`src/rtl/logic_unit_pipe_pkg.sv`:
```
// Shared op-code constants and types for the pipelined logic unit.
`ifndef LOGIC_UNIT_PIPE_DEFS
`define LOGIC_UNIT_PIPE_DEFS
`define OP_W     3
`define OP_NAND  3'b000
`define OP_NOTA  3'b001
`define OP_AND   3'b010
`define OP_OR    3'b011
`define OP_XOR   3'b100
`define OP_NOR   3'b101
`define OP_XNOR  3'b110
`define OP_PASSB 3'b111
`endif

package logic_unit_pipe_pkg;
    localparam int OP_W = `OP_W;

    localparam logic [OP_W-1:0] op_nand  = `OP_NAND;
    localparam logic [OP_W-1:0] op_nota  = `OP_NOTA;
    localparam logic [OP_W-1:0] op_and   = `OP_AND;
    localparam logic [OP_W-1:0] op_or    = `OP_OR;
    localparam logic [OP_W-1:0] op_xor   = `OP_XOR;
    localparam logic [OP_W-1:0] op_nor   = `OP_NOR;
    localparam logic [OP_W-1:0] op_xnor  = `OP_XNOR;
    localparam logic [OP_W-1:0] op_passb = `OP_PASSB;
endpackage

```
`src/rtl/logic_unit_pipe_core.sv`:
```
// Combinational op decoder: result plus zero and parity flags.
module logic_core
    import logic_unit_pipe_pkg::*;
#(
    parameter int WIDTH = 4
) (
    input  logic [WIDTH-1:0] a,
    input  logic [WIDTH-1:0] b,
    input  logic [OP_W-1:0]  op,
    output logic [WIDTH-1:0] result,
    output logic             zero,
    output logic             parity
);

    // Full 3-bit decode, so every op value maps to a defined function.
    always_comb begin
        result = '0;
        case (op)
            `OP_NAND:  result = ~(a & b);
            `OP_NOTA:  result = ~a;
            `OP_AND:   result = a & b;
            `OP_OR:    result = a | b;
            `OP_XOR:   result = a ^ b;
            `OP_NOR:   result = ~(a | b);
            `OP_XNOR:  result = ~(a ^ b);
            `OP_PASSB: result = b;
            default:   result = '0;
        endcase
    end

    assign zero   = (result == '0);
    assign parity = ^result;

endmodule

```
`src/rtl/logic_unit_pipe.sv`:
```
// Two-stage valid/ready logic unit with chain forwarding of operand A.
module logic_unit_pipe
    import logic_unit_pipe_pkg::*;
#(
    parameter int WIDTH = 4
) (
    input  logic             clk,
    input  logic             rst,
    input  logic             in_valid,
    output logic             in_ready,
    input  logic [WIDTH-1:0] a,
    input  logic [WIDTH-1:0] b,
    input  logic [OP_W-1:0]  op,
    input  logic             chain,
    output logic             out_valid,
    input  logic             out_ready,
    output logic [WIDTH-1:0] y,
    output logic             zero,
    output logic             parity
);

    logic             s1_valid;
    logic [WIDTH-1:0] s1_a;
    logic [WIDTH-1:0] s1_b;
    logic [OP_W-1:0]  s1_op;
    logic [WIDTH-1:0] last_result;

    logic [WIDTH-1:0] s1_res;
    logic             s1_zero;
    logic             s1_parity;

    logic             s2_free;
    logic             s1_adv;
    logic             accept;
    logic [WIDTH-1:0] a_eff;

    logic_core #(.WIDTH(WIDTH)) u_core (
        .a      (s1_a),
        .b      (s1_b),
        .op     (s1_op),
        .result (s1_res),
        .zero   (s1_zero),
        .parity (s1_parity)
    );

    assign s2_free  = !out_valid || out_ready;
    assign s1_adv   = s1_valid && s2_free;
    // Held low during reset so nothing is offered as accepted while clearing.
    assign in_ready = (!s1_valid || s2_free) && !rst;
    assign accept   = in_valid && in_ready;

    // A chained op reads the op still in S1 directly; once S1 is empty the
    // previous result lives in last_result. Acceptance implies S1 advances
    // this same edge, so the forwarded value is the one being retired.
    always_comb begin
        a_eff = a;
        if (chain) a_eff = s1_valid ? s1_res : last_result;
    end

    // S1: operand register, refilled on accept, emptied on advance.
    always_ff @(posedge clk or posedge rst) begin
        if (rst) begin
            s1_valid <= 1'b0;
            s1_a     <= '0;
            s1_b     <= '0;
            s1_op    <= '0;
        end else if (accept) begin
            s1_valid <= 1'b1;
            s1_a     <= a_eff;
            s1_b     <= b;
            s1_op    <= op;
        end else if (s1_adv) begin
            s1_valid <= 1'b0;
        end
    end

    // S2: output register, held while downstream stalls.
    always_ff @(posedge clk or posedge rst) begin
        if (rst) begin
            out_valid <= 1'b0;
            y         <= '0;
            zero      <= 1'b0;
            parity    <= 1'b0;
        end else if (s1_adv) begin
            out_valid <= 1'b1;
            y         <= s1_res;
            zero      <= s1_zero;
            parity    <= s1_parity;
        end else if (out_ready) begin
            out_valid <= 1'b0;
        end
    end

    // last_result tracks the most recently retired S1 result for chaining.
    always_ff @(posedge clk or posedge rst) begin
        if (rst)         last_result <= '0;
        else if (s1_adv) last_result <= s1_res;
    end

endmodule

```
`config.mk`:
```
export PLATFORM = sky130hd
export DESIGN_NAME = logic_unit_pipe
export DESIGN_NICKNAME = d
export VERILOG_FILES = /design/src/rtl/logic_unit_pipe_pkg.sv /design/src/rtl/logic_unit_pipe_core.sv /design/src/rtl/logic_unit_pipe.sv
export SDC_FILE = /design/constraint.sdc
export NUM_CORES = 1
export LEC_CHECK = 0
export ABC_AREA = 0
export BUFFER_PORTS_ARGS = -buffer_cell sky130_fd_sc_hd__buf_2
export CORE_UTILIZATION = 49
export DETAILED_ROUTE_END_ITERATION = 6
export GPL_ROUTABILITY_DRIVEN = 0
export PLACE_DENSITY = 0.77
export SYNTH_ARGS = -nofsm -noshare
export SYNTH_HDL_FRONTEND = slang
export SYNTH_SLANG_ARGS = --single-unit
export TNS_END_PERCENT = 50
```
`constraint.sdc`:
```
create_clock -name clk -period 1.68 [get_ports clk]
set_input_delay 0.336 -clock clk [delete_from_list [all_inputs] [get_ports clk]]
set_output_delay 0.336 -clock clk [all_outputs]
set_load 0.05 [all_outputs]
```
==> metrics.txt <==
fin crit period=1.97 ns; number of remaining DRC errors=0; Max-Cap Viols=0; Top-Level Pins=24; IO Port Bufs=23; initial antenna violation count=0; Slew HR=72.5%; Synth Area per Inst=9.65 um2; number of vias per cell=5.43; Leak=0.784 nW; Critical-path top delay cell=dfrtp_1; Netlist cell types=25; total power=0.00239 W; vias post-DR=1065; DIE WIDTH=52.6 um; dpl hpwl=2170 um; Clock Path Buffers=2; largest fanout on the critical path=3; status=complete, but fails checks; clock root buffer=clkbuf_4; synthesized flop and latch total=19; reg2reg end=parity; cell family with most CP delay=compound AO/OA/AOI/OAI gates; Area Overhead vs Synth=26.9%; Fin. Hold Viols=0; WP depth=7; CP bufs+invs=0; CTS tree=built; Final Cycle Share=117%; Worst-Margin Slew=0.411 ns; violated checks=negative setup slack; CP startpoint kind=flip-flop; Hold WS=0.0963 ns; Mapped Area=1250 um2; CP Capture Point=parity; # rows=17; Slew Viols, Final=0; share of layout cells above drive strength 1=34.5%; initial DRC count=18; Routed Antenna Nets=0; first drt pass iteration count=4; worst r2r path cells=7; Seq/Total Area, Yosys=37.9%; cts bufs inserted=3; DP Worst Slack=-0.272 ns; cell count after synthesis=130; total number of yosys warnings=0; fin worst setup slack=-0.290 ns; PD cells=1500 nW/um2; Worst Skew=0.000709 ns; WS Path Type=flip-flop to flip-flop; Worst Setup SP=s1_a[3]; CP arrival=2.16 ns; drt wl/cell=15.2 um; setup TNS=-0.667 ns; Reg2Reg Launch Point=s1_a[3]; die area=2770 um2; H-tree levels=1; area post-placement=1490 um2; cell repeated most along the worst path=xnor2_1; first-pass GRT wire length=4520 um; cell area after layout=1590 um2; Clock Sinks=19; fmax=508 MHz; largest net degree at the start of global routing=21; commonest cells after routing, fill and taps aside=buf_2, dfrtp_1, nand2_1; Worst setup EP type=flip-flop; worst reg2reg setup slack=-0.29 ns; crit-path cells=ha_2 > xnor2_1 > o22ai_1 > a221o_1 > ha_1 > xnor2_1 > o21ai_1; drt total wl=2970 um; unrepaired setup endpoints after global routing=yes; Req. time, crit path=1.87 ns; Initial Util=54.1%; CTS clk-pin slew, worst paths=0.11 ns; Max VDD drop=1.23 mV; final global-route overflow total=0; GRT Total Usage=23.0%; core region area=2320 um2; HP Class=primary input to asynchronous set/reset pin; # diodes=0; nets=195; max incr delay on CP=0.43 ns; vias in the first global route=1043; endpoints failing setup=5; syn nets=156; Die Ht=52.6 um; worst-skew pair later-pin latency=0.30 ns; leading cell type in the layout, fill and taps excluded=buf_2
-- state kept, by name (all words and copies together) (netlist names) --
register,flops
last_result,4
zero,1
s1_a,4
s1_valid,1
out_valid,1
s1_op,3
s1_b,4
parity,1
-- routing by layer --
metal	global-route usage, %	up-vias	wire length [um]
met2	39.7	31	1560
li1	-	524	-
met4	9.65	0	17
met3	6.96	2	127
met5	0	-	0
met1	26.0	508	1270
-- worst min path at each step --
stage                                 to  slack (ns)  cells after the start
after global placement          s1_valid        0.22                      2
after global routing             s1_a[0]        0.11                      3
after floorplan           last_result[0]        0.30                      1
after detailed placement       out_valid        0.23                      2
final                            s1_b[0]         0.1                      3
after CTS                        s1_b[0]        0.09                      3
-- power breakdown --
group          switching [W]  internal [W]  leakage [nW]  total, W
logic               0.000818      0.000640         0.541   0.00146
clock network       0.000146     0.0000926        0.0150  0.000239
registers           0.000105      0.000592         0.229  0.000697
total                0.00107       0.00132         0.784   0.00239
-- cells by family (layout without fill, tap and decap cells) --
family | count (synthesis) | count (layout) | synth area share, %
and+or+nand+nor | 33 | 33 | 12.0
AOI/OAI and AO/OA | 26 | 26 | 13.7
adders and majority gates | 10 | 10 | 9.97
buffers and inverters | 16 | 54 | 5.78
muxes | 17 | 17 | 14.5
xor gates and xnor gates | 9 | 9 | 6.28
DFF | 19 | 19 | 37.9
-- worst reg2reg max path, cell delays in order (launching register included) --
cell and delay (ns):
dfrtp_1 0.43, ha_2 0.22, xnor2_1 0.20, o22ai_1 0.13
a221o_1 0.36, ha_1 0.31, xnor2_1 0.15, o21ai_1 0.07
-- area by class of cell --
| class | instances | area [um2] |
|---|---|---|
| repair buffers | 39 | 256 |
| multi-input cells | 95 | 757 |
| well taps | 28 | 35.0 |
| fillers | 182 | 726 |
| clock buffers | 4 | 26.3 |
| flip-flops and latches | 19 | 477 |
| inverters | 11 | 41.3 |
-- cells in the mapped netlist --
master | n | area (um2)
o21ai_1 | 5 | 25.0
a31oi_1 | 4 | 25.0
inv_1 | 11 | 41.3
xor2_1 | 2 | 17.5
clkbuf_1 | 2 | 7.51
nand3b_1 | 2 | 15.0
buf_2 | 1 | 5.00
a221oi_2 | 2 | 30.0
nor2_1 | 7 | 26.3
o22ai_1 | 5 | 31.3
nand2b_1 | 6 | 37.5
and2_1 | 1 | 6.26
a21oi_1 | 2 | 10.0
nand3_1 | 1 | 5.00
buf_4 | 1 | 7.51
buf_6 | 1 | 11.3
o21ai_0 | 6 | 30.0
a221o_1 | 2 | 20.0
mux2_1 | 3 | 33.8
mux2i_1 | 8 | 80.1
nand2_1 | 16 | 60.1
dfrtp_1 | 19 | 475
ha_1 | 10 | 125
mux2_2 | 6 | 67.6
xnor2_1 | 7 | 61.3
-- through the flow --
stage / utilization, % / instances
2_1_floorplan: - / 130
3_3_place_gp: 64.3 / 190
3_5_place_dp: 64.3 / 190
4_1_cts: 68.2 / 196
5_1_grt: 68.7 / 196
6_report: 68.7 / 196
-- timing repair --
action,in CTS,in global routing
hold buffers,1,0
setup buffers,1,1
gates resized for setup,8,5
hold endpoints to repair,2,0
setup endpoints to repair,5,9
pin swaps,2,2
Note: power is estimated with default switching activity, not from simulation.
